--- src/rtl/dmem_arbiter_if.sv ---
// Bus bundle between the data-memory arbiter, its two requesters (core, debug) and the memory.
// The slave modport is the arbiter's view; the master modport is the requesters'/memory's view.
interface dmem_arbiter_if;
    logic        c_req;
    logic        c_we;
    logic [2:0]  c_funct3;
    logic [31:0] c_addr;
    logic [31:0] c_wdata;
    logic        c_gnt;
    logic        c_rvalid;
    logic [31:0] c_rdata;

    logic        d_req;
    logic        d_we;
    logic [31:0] d_addr;
    logic [31:0] d_wdata;
    logic        d_gnt;
    logic        d_rvalid;
    logic [31:0] d_rdata;

    logic        m_en;
    logic        m_we;
    logic [31:0] m_addr;
    logic [31:0] m_wdata;
    logic [31:0] m_rdata;

    modport slave (
        input  c_req, c_we, c_funct3, c_addr, c_wdata,
        output c_gnt, c_rvalid, c_rdata,
        input  d_req, d_we, d_addr, d_wdata,
        output d_gnt, d_rvalid, d_rdata,
        output m_en, m_we, m_addr, m_wdata,
        input  m_rdata
    );

    modport master (
        output c_req, c_we, c_funct3, c_addr, c_wdata,
        input  c_gnt, c_rvalid, c_rdata,
        output d_req, d_we, d_addr, d_wdata,
        input  d_gnt, d_rvalid, d_rdata,
        input  m_en, m_we, m_addr, m_wdata,
        output m_rdata
    );
endinterface

--- src/rtl/dmem_arbiter.sv ---
// Data-memory arbiter: core has priority, debug is protected by a starvation counter.
// Byte/half stores become read-modify-write sequences against a word-wide memory.
module dmem_arbiter #(
    parameter int STARVE_LIMIT = 4
) (
    input  logic          clk,
    input  logic          reset,
    dmem_arbiter_if.slave bus
);

    localparam int CW = (STARVE_LIMIT < 1) ? 1 : $clog2(STARVE_LIMIT + 1);
    localparam logic [CW-1:0] LIMIT = CW'(STARVE_LIMIT);

    typedef enum logic [2:0] {
        IDLE,
        RD,
        CAP,
        WR,
        RSP
    } state_t;

    state_t      state_q, state_d;
    logic [CW-1:0] starve_q, starve_d;
    logic        owner_q, owner_d;
    logic        we_q, we_d;
    logic [2:0]  funct3_q, funct3_d;
    logic [31:0] addr_q, addr_d;
    logic [31:0] wdata_q, wdata_d;
    logic        m_en_q, m_en_d;
    logic        m_we_q, m_we_d;
    logic [31:0] m_addr_q, m_addr_d;
    logic [31:0] m_wdata_q, m_wdata_d;
    logic        c_rvalid_q, c_rvalid_d;
    logic        d_rvalid_q, d_rvalid_d;
    logic [31:0] c_rdata_q, c_rdata_d;
    logic [31:0] d_rdata_q, d_rdata_d;

    logic        c_win;
    logic        d_win;
    logic [7:0]  lane_byte;
    logic [15:0] lane_half;
    logic [31:0] load_val;
    logic [31:0] merge_val;

    // Grants are only offered from IDLE; debug overtakes the core once it has waited long enough.
    always_comb begin
        c_win = 1'b0;
        d_win = 1'b0;
        if (!reset && state_q == IDLE) begin
            d_win = bus.d_req && (!bus.c_req || starve_q == LIMIT);
            c_win = bus.c_req && !d_win;
        end
    end

    // funct3[1] set means a full word; otherwise bit 0 picks half vs byte and bit 2 means unsigned.
    always_comb begin
        lane_byte = bus.m_rdata[{addr_q[1:0], 3'b000} +: 8];
        lane_half = bus.m_rdata[{addr_q[1], 4'b0000} +: 16];
        load_val  = bus.m_rdata;
        merge_val = bus.m_rdata;
        if (funct3_q[1]) begin
            merge_val = wdata_q;
        end else if (funct3_q[0]) begin
            load_val = funct3_q[2] ? {16'b0, lane_half} : {{16{lane_half[15]}}, lane_half};
            merge_val[{addr_q[1], 4'b0000} +: 16] = wdata_q[15:0];
        end else begin
            load_val = funct3_q[2] ? {24'b0, lane_byte} : {{24{lane_byte[7]}}, lane_byte};
            merge_val[{addr_q[1:0], 3'b000} +: 8] = wdata_q[7:0];
        end
    end

    always_comb begin
        state_d    = state_q;
        starve_d   = starve_q;
        owner_d    = owner_q;
        we_d       = we_q;
        funct3_d   = funct3_q;
        addr_d     = addr_q;
        wdata_d    = wdata_q;
        m_en_d     = 1'b0;
        m_we_d     = 1'b0;
        m_addr_d   = 32'b0;
        m_wdata_d  = 32'b0;
        c_rvalid_d = 1'b0;
        d_rvalid_d = 1'b0;
        c_rdata_d  = 32'b0;
        d_rdata_d  = 32'b0;

        case (state_q)
            IDLE: begin
                if (c_win) begin
                    owner_d  = 1'b0;
                    we_d     = bus.c_we;
                    funct3_d = bus.c_funct3;
                    addr_d   = bus.c_addr;
                    wdata_d  = bus.c_wdata;
                end else if (d_win) begin
                    owner_d  = 1'b1;
                    we_d     = bus.d_we;
                    funct3_d = 3'b010;
                    addr_d   = bus.d_addr;
                    wdata_d  = bus.d_wdata;
                end

                if (d_win || !bus.d_req) begin
                    starve_d = '0;
                end else if (c_win && starve_q != LIMIT) begin
                    starve_d = starve_q + CW'(1);
                end

                // Full-word stores skip the read; everything else starts with a read of the word.
                if (c_win || d_win) begin
                    m_en_d   = 1'b1;
                    m_addr_d = {addr_d[31:2], 2'b00};
                    if (we_d && funct3_d[1]) begin
                        m_we_d    = 1'b1;
                        m_wdata_d = wdata_d;
                        state_d   = WR;
                    end else begin
                        state_d = RD;
                    end
                end
            end

            RD: begin
                state_d = CAP;
            end

            CAP: begin
                if (we_q) begin
                    m_en_d    = 1'b1;
                    m_we_d    = 1'b1;
                    m_addr_d  = {addr_q[31:2], 2'b00};
                    m_wdata_d = merge_val;
                    state_d   = WR;
                end else begin
                    if (owner_q) begin
                        d_rvalid_d = 1'b1;
                        d_rdata_d  = load_val;
                    end else begin
                        c_rvalid_d = 1'b1;
                        c_rdata_d  = load_val;
                    end
                    state_d = RSP;
                end
            end

            WR: begin
                d_rvalid_d = owner_q;
                c_rvalid_d = !owner_q;
                state_d    = RSP;
            end

            RSP: begin
                state_d = IDLE;
            end

            default: begin
                state_d = IDLE;
            end
        endcase
    end

    // Reset aborts any access in flight: no later strobe or completion pulse can come out of it.
    always_ff @(posedge clk or posedge reset) begin
        if (reset) begin
            state_q    <= IDLE;
            starve_q   <= '0;
            owner_q    <= 1'b0;
            we_q       <= 1'b0;
            funct3_q   <= 3'b0;
            addr_q     <= 32'b0;
            wdata_q    <= 32'b0;
            m_en_q     <= 1'b0;
            m_we_q     <= 1'b0;
            m_addr_q   <= 32'b0;
            m_wdata_q  <= 32'b0;
            c_rvalid_q <= 1'b0;
            d_rvalid_q <= 1'b0;
            c_rdata_q  <= 32'b0;
            d_rdata_q  <= 32'b0;
        end else begin
            state_q    <= state_d;
            starve_q   <= starve_d;
            owner_q    <= owner_d;
            we_q       <= we_d;
            funct3_q   <= funct3_d;
            addr_q     <= addr_d;
            wdata_q    <= wdata_d;
            m_en_q     <= m_en_d;
            m_we_q     <= m_we_d;
            m_addr_q   <= m_addr_d;
            m_wdata_q  <= m_wdata_d;
            c_rvalid_q <= c_rvalid_d;
            d_rvalid_q <= d_rvalid_d;
            c_rdata_q  <= c_rdata_d;
            d_rdata_q  <= d_rdata_d;
        end
    end

    assign bus.c_gnt    = c_win;
    assign bus.d_gnt    = d_win;
    assign bus.c_rvalid = c_rvalid_q;
    assign bus.d_rvalid = d_rvalid_q;
    assign bus.c_rdata  = c_rdata_q;
    assign bus.d_rdata  = d_rdata_q;
    assign bus.m_en     = m_en_q;
    assign bus.m_we     = m_we_q;
    assign bus.m_addr   = m_addr_q;
    assign bus.m_wdata  = m_wdata_q;

endmodule

--- src/flat_wrapper.sv ---
// flat-port wrapper written by rule: the top's interface ports become plain ports
module dmem_arbiter_flat 
#(
    parameter int STARVE_LIMIT = 4
)
  (clk, reset, bus_c_req, bus_c_we, bus_c_funct3, bus_c_addr, bus_c_wdata, bus_c_gnt, bus_c_rvalid, bus_c_rdata, bus_d_req, bus_d_we, bus_d_addr, bus_d_wdata, bus_d_gnt, bus_d_rvalid, bus_d_rdata, bus_m_en, bus_m_we, bus_m_addr, bus_m_wdata, bus_m_rdata);
  dmem_arbiter_if bus_i ();
  input  logic clk;
  input  logic reset;
  input wire logic [$bits(bus_i.c_req)-1:0] bus_c_req;
  input wire logic [$bits(bus_i.c_we)-1:0] bus_c_we;
  input wire logic [$bits(bus_i.c_funct3)-1:0] bus_c_funct3;
  input wire logic [$bits(bus_i.c_addr)-1:0] bus_c_addr;
  input wire logic [$bits(bus_i.c_wdata)-1:0] bus_c_wdata;
  output wire logic [$bits(bus_i.c_gnt)-1:0] bus_c_gnt;
  output wire logic [$bits(bus_i.c_rvalid)-1:0] bus_c_rvalid;
  output wire logic [$bits(bus_i.c_rdata)-1:0] bus_c_rdata;
  input wire logic [$bits(bus_i.d_req)-1:0] bus_d_req;
  input wire logic [$bits(bus_i.d_we)-1:0] bus_d_we;
  input wire logic [$bits(bus_i.d_addr)-1:0] bus_d_addr;
  input wire logic [$bits(bus_i.d_wdata)-1:0] bus_d_wdata;
  output wire logic [$bits(bus_i.d_gnt)-1:0] bus_d_gnt;
  output wire logic [$bits(bus_i.d_rvalid)-1:0] bus_d_rvalid;
  output wire logic [$bits(bus_i.d_rdata)-1:0] bus_d_rdata;
  output wire logic [$bits(bus_i.m_en)-1:0] bus_m_en;
  output wire logic [$bits(bus_i.m_we)-1:0] bus_m_we;
  output wire logic [$bits(bus_i.m_addr)-1:0] bus_m_addr;
  output wire logic [$bits(bus_i.m_wdata)-1:0] bus_m_wdata;
  input wire logic [$bits(bus_i.m_rdata)-1:0] bus_m_rdata;
  assign bus_i.c_req = bus_c_req;
  assign bus_i.c_we = bus_c_we;
  assign bus_i.c_funct3 = bus_c_funct3;
  assign bus_i.c_addr = bus_c_addr;
  assign bus_i.c_wdata = bus_c_wdata;
  assign bus_c_gnt = bus_i.c_gnt;
  assign bus_c_rvalid = bus_i.c_rvalid;
  assign bus_c_rdata = bus_i.c_rdata;
  assign bus_i.d_req = bus_d_req;
  assign bus_i.d_we = bus_d_we;
  assign bus_i.d_addr = bus_d_addr;
  assign bus_i.d_wdata = bus_d_wdata;
  assign bus_d_gnt = bus_i.d_gnt;
  assign bus_d_rvalid = bus_i.d_rvalid;
  assign bus_d_rdata = bus_i.d_rdata;
  assign bus_m_en = bus_i.m_en;
  assign bus_m_we = bus_i.m_we;
  assign bus_m_addr = bus_i.m_addr;
  assign bus_m_wdata = bus_i.m_wdata;
  assign bus_i.m_rdata = bus_m_rdata;
  dmem_arbiter #(.STARVE_LIMIT(STARVE_LIMIT)) u_core (.clk(clk), .reset(reset), .bus(bus_i));
endmodule
--- config.mk ---
export PLATFORM = sky130hd
export DESIGN_NAME = dmem_arbiter_flat
export DESIGN_NICKNAME = d
export VERILOG_FILES = /design/src/rtl/dmem_arbiter_if.sv /design/src/rtl/dmem_arbiter.sv /design/src/flat_wrapper.sv
export SDC_FILE = /design/constraint.sdc
export NUM_CORES = 1
export LEC_CHECK = 0
export ABC_AREA = 1
export CAP_MARGIN = 20
export CORE_MARGIN = 8
export CORE_UTILIZATION = 41
export CTS_CLUSTER_SIZE = 16
export DETAILED_ROUTE_END_ITERATION = 7
export PLACE_DENSITY = 0.68
export SYNTH_ARGS = -nofsm -noshare
export SYNTH_HDL_FRONTEND = slang
export SYNTH_SLANG_ARGS = --single-unit
--- constraint.sdc ---
create_clock -name clk -period 8.1 [get_ports clk]
set_input_delay 0.81 -clock clk [delete_from_list [all_inputs] [get_ports clk]]
set_output_delay 0.81 -clock clk [all_outputs]
set_load 0.05 [all_outputs]
==> metrics.cfg, run 1 <==
[power]
power_leakage_nw=7.026
power.total_mw=5.447
peakVddDrop_v=0.0002111
power_density_mw_per_mm2=382.2

[setup_path]
rr_worst_depth=12
cp.arrival_ps=5400
setup.worst_path.end_class=register
start_kind=input pin
crit_path_start=reset
required_ps=8550
crit_type=input pin to register
r2r-start=u_core.starve_q[0]
worstPathMaxFanout=139

[timing]
relSlewSlack=0.3573
rsz0062_at_grt=false
skew_ps=21.01
finalHoldWorstSlack_ps=478.3
hold_viol_final=0
max_freq_ghz=0.2019
finalMaxSlewViolations=0
min_period_ps=4952
worstMarginPinSlew_ps=961.8
setup_viol=0
period_share=0.6114
finalSetupTns_ps=0

[global_routing]
grt_start_max_net_pins=140
grt_util_all_layers=0.2208
grt_pass1_vias=9690
antenna_found_initial=2
grt_pass1_wl_um=54450
overflow=0

[yosys]
yosysTopAreaCellShare=0.4960
postSynthAreaPerCell_um2=7.759
synth_cell_type_count=31
synth_top_area_cell=dfrtp_1
synth_area_leaders=dfrtp_1 (50%), nand2_1 (11%), inv_1 (6.8%)
synth_area_mm2=0.01034
synthesis.instances=1333
synth_seq_cells=205
ys.warnings.count=0
yosysSeqAreaShare=0.4960

[place]
dpl.hpwl_um=25020
place.gp.congestion=0.8907
placed_area_mm2=0.01343
port-buffer-count=300

[clock_network]
cts_resized=0
root_buffer=clkbuf_16
clkTransAtPathRegs_ps=60
clk_path_buf_depth=3
ctsHoldBuffers=0
cts.sinks=205
htreeDepth=1
numCtsBuffers=23
cts_tree=done
post_cts_buffers=0
clock_latency_ps=520

[routing]
dr.pass1.iters=7
drcViolationCount=0
drt_wl_total_um=34850
vias_per_cell=5.144
drt_iter0_markers=1014
detailroute.via_count=9944
avgRoutedWirePerCell_um=18.03
ant_nets=0

[finish]
regArea_mm2=0.005130
layout.nets=1761
multiInputGateArea_mm2=0.004093
drive_above_1_share=0.04247
syn_to_final_growth_pct=37.82
n_fill_cell=2318
fin_area_mm2=0.01425

[floorplan]
die_h_um=174.8
core_area_mm2=0.02496
ios=303
fp.dieW_um=174.8
initial_core_util=0.4143
dieArea_mm2=0.03056
row_count=58

[hold_path]
hp-start=u_core.addr_q[22]
hp-class=register to register
hold_depth=2

[status]
status=finished, final reports clean

[job]
cap_violations=0

[logic make-up after synthesis]
group | synth area share
and+or+nand+nor | 0.2195
AOI/OAI and AO/OA | 0.1653
buffers and inverters | 0.1096
DFF | 0.4960
adders and majority gates | 0.008468
xor gates and xnor gates | 0.0008470
other | 0.0003626
[state kept, by name, summed over array words and instances (netlist names)]
signal / count
u_core.wdata_q: 32
u_core.bus.m_en: 1
u_core.bus.c_rvalid: 1
u_core.owner_q: 1
u_core.bus.m_wdata: 32
u_core.bus.m_we: 1
u_core.funct3_q: 3
u_core.we_q: 1
u_core.state_q: 3
u_core.addr_q: 32
u_core.starve_q: 3
u_core.bus.d_rvalid: 1
u_core.bus.d_rdata: 32
u_core.bus.c_rdata: 32
u_core.bus.m_addr: 30
[cell usage in the layout (no fill, tap or decap), types with 2 or more instances in the layout]
cell             count
nor2_4               6
clkinv_2             5
inv_1              185
dfrtp_1            205
bufinv_16            4
a21o_1              14
nor2_1             102
clkdlybuf4s50_1    300
nand2_2              3
o21ai_0            125
diode_2              2
buf_4                8
nand2_1            313
clkinvlp_4           2
a21oi_1             61
nand3_1            112
o22ai_1             18
o211ai_1            17
o221ai_1            22
conb_1               2
clkbuf_16           23
nor3_1               5
inv_2                5
clkbuf_8             5
o21ai_1             34
ha_1                 7
a22oi_1              7
[critical path: stages]
cell and delay (ps):
clkdlybuf4s50_1 540, inv_8 670, nand3_4 190, nor2_8 610
clkinv_2 700, buf_4 550, nand3_1 190, nand2_1 100
nor2_4 610, nand3_1 170, nand2_1 120
[power by group]
group          internal (mW)  leakage, nW  total (mW)  switching [mW]
clock network          0.694        0.402        1.12           0.423
registers               1.37         2.66        1.61           0.242
logic                  0.852         3.97        2.72            1.87
[routing by layer]
layer | track usage | wire length, um
met1 | 0.2925 | 14990
met2 | 0.3503 | 16150
met3 | 0.04943 | 2578
met4 | 0.07842 | 1124
met5 | 0 | 0
[Yosys cell counts]
master and instances:
inv_1 186, o21ai_2 1, o21ai_1 34, o221ai_1 22
a22oi_1 7, dfrtp_1 205, conb_1 1, nand2_1 314
nand3_1 112, xor2_1 1, clkbuf_1 34, nor2_2 1
buf_1 11, a21o_1 14, nor2_1 103, nor2_4 5
o211ai_1 17, nand3_4 1, inv_2 6, a21oi_1 61
nor3_1 5, ha_1 7, a22o_1 1, buf_2 21
buf_6 5, nor2_8 1, o21ai_0 125, buf_4 11
nand2_2 2, o22ai_1 18, nand4_1 1
[area by class of cell]
type,instances,area share
multi-input combinational,855,0.2871
timing repair buffer,308,0.2149
antenna,2,0.0003511
sequential,205,0.3599
clock buffer,29,0.04547
tap,330,0.02897
inverter,192,0.05118
clock inverter,12,0.01211
[worst paths after layout]
check	endpoint	slack (ps)
worst min register to register	u_core.bus.m_addr[22]	480
worst max-delay path	u_core.bus.m_wdata[24]	3150
max in group asynchronous	u_core.bus.d_rdata[25]	5630
worst min-delay path	u_core.bus.m_addr[22]	480
min in group asynchronous	u_core.addr_q[27]	960
worst max register to register	u_core.bus.m_wdata[24]	4100
[through the flow]
| stage | cells | worst slack (ps) | util |
|---|---|---|---|
| after CTS | 1931 | 3139 | 0.5708 |
| after global placement | 1890 | 2746 | 0.5379 |
| after floorplan | 1334 | 902.5 | - |
| after global routing | 1933 | 2677 | 0.5710 |
| final | 1933 | 3148 | 0.5710 |
| after detailed placement | 1890 | 2626 | 0.5379 |
Power figures use the tool's default switching activity.
==> inputs of run 2 (changes only) <==
Clock period 8.1 ns to 4.9 ns, I/O delays scaled along.
==> metrics.cfg, run 2 (synthesis results as in run 1) <==
[setup_path]
path_buf_inv=2
worstPathMaxFanout=43
crit_family=buffers and inverters
required_ps=4410
crit_type=register to output port
setup.worst_path.end_class=output port
cpPeakStageDelay_ps=940
cp_slowest_cell=clkdlybuf4s50_1
start_kind=register
worstPathCellList=inv_1 -> ha_1 -> nand2_1 -> o21ai_2 -> nor2_8 -> clkdlybuf4s50_1
cp.arrival_ps=2850

[timing]
rsz0062_at_grt=false
worstMarginPinSlew_ps=983.4
finalMaxSlewViolations=0
skew_ps=20.24
relSlewSlack=0.3444
period_share=0.6816
setup_viol=0
finalSetupTns_ps=0
max_freq_ghz=0.2994
hold_viol_final=0
min_period_ps=3340
fin_ws_ps=1560

[clock_network]
ctsHoldBuffers=0
htreeDepth=1
cts_resized=0
post_cts_buffers=0
clk_path_buf_depth=3
numCtsBuffers=23
root_buffer=clkbuf_16
clock_latency_ps=520
cts.sinks=205
clkTransAtPathRegs_ps=60
cts_tree=done

[floorplan]
core_area_mm2=0.02496
fp.dieW_um=174.8
dieArea_mm2=0.03056
initial_core_util=0.4143
ios=303
die_h_um=174.8
row_count=58

[place]
dpl.hpwl_um=25190
place.gp.congestion=0.9076
detailedPlace.worstSlack_ps=1536
port-buffer-count=300

[power]
p_comb_frac=0.498
power_frac_seq=0.292
power_leakage_nw=7.051
power_density_mw_per_mm2=635.9
p_switching_mw=4.241
peakVddDrop_v=0.0003861
p_sw_frac=0.4656
internal_power_mw=4.867
p_clk_frac=0.210

[routing]
avgRoutedWirePerCell_um=18.13
drt_wl_total_um=35140
dr.pass1.iters=5
detailroute.via_count=9960
ant_nets=0
vias_per_cell=5.139
drt_iter0_markers=848
drcViolationCount=0

[finish]
final_common_cell=nand2_1
drive_above_1_share=0.04605
layout.nets=1766
syn_to_final_growth_pct=38.49
layout_common_cells=nand2_1 (313), clkdlybuf4s50_1 (299), dfrtp_1 (205)
n_fill_cell=2336
regArea_mm2=0.005130
multiInputGateArea_mm2=0.004093

[global_routing]
grt_util_all_layers=0.2235
antenna_found_initial=1
grt_pass1_vias=9905
grt_pass1_wl_um=54900
grt_start_max_net_pins=79
overflow=0

[status]
status=finished, final reports clean

[hold_path]
hp-class=register to register

[job]
cap_violations=0

## run 2: cell type report
type                            count  share of cell area
Antenna cell                        1           0.0001747
Clock buffer                       28             0.04359
Clock inverter                     14             0.01572
Inverter                          192             0.05066
Multi-Input combinational cell    855              0.2857
Sequential cell                   205              0.3581
Tap cell                          330             0.02883
Timing Repair Buffer              313              0.2172
## run 2: final timing paths
check / cells past startpoint / end / slack, ps / from
min in group asynchronous: 3 / u_core.starve_q[0] / 730 / reset
hold / removal: 2 / u_core.bus.m_addr[21] / 490 / u_core.addr_q[21]
setup / recovery: 6 / bus_c_gnt / 1560 / u_core.starve_q[0]
setup reg to reg: 9 / u_core.bus.m_wdata[5] / 1840 / u_core.funct3_q[0]
max in group asynchronous: 4 / u_core.bus.d_rdata[22] / 2750 / reset
hold reg to reg: 2 / u_core.bus.m_addr[21] / 490 / u_core.addr_q[21]
## run 2: layer usage
layer,part of all wire,track usage,vias up
li1,-,-,4814
met1,0.43,0.2898,4688
met2,0.46,0.3558,390
met3,0.081,0.06087,68
met4,0.031,0.07524,0
met5,0,0,-
## run 2: power groups by stage
stage / combinational, mW / clock, mW / sequential, mW
after floorplan: 2.34 / 0 / 3.44
after global placement: 4.46 / 0 / 2.67
after detailed placement: 4.52 / 0 / 2.67
after CTS: 4.54 / 1.95 / 2.65
after global routing: 4.99 / 2.01 / 2.72
final: 4.54 / 1.91 / 2.66
## run 2: tightest hold or removal path, stage by stage, from the launching register on
cell and delay, ps:
dfrtp_1 340, nand2_1 50, o21ai_1 60
## run 2: through the flow
step | power [mW] | util | instance area, um2 | hold WS, ps | std cells
final | 9.109 | 0.5738 | 14320 | 488.7 | 1938
after global routing | 9.718 | 0.5738 | 14320 | 508.1 | 1938
after global placement | 7.124 | 0.5388 | 13450 | 466.2 | 1894
after detailed placement | 7.193 | 0.5388 | 13450 | 473.8 | 1894
after floorplan | 5.777 | - | 10350 | 453.4 | 1334
after CTS | 9.143 | 0.5729 | 14300 | 490.4 | 1936
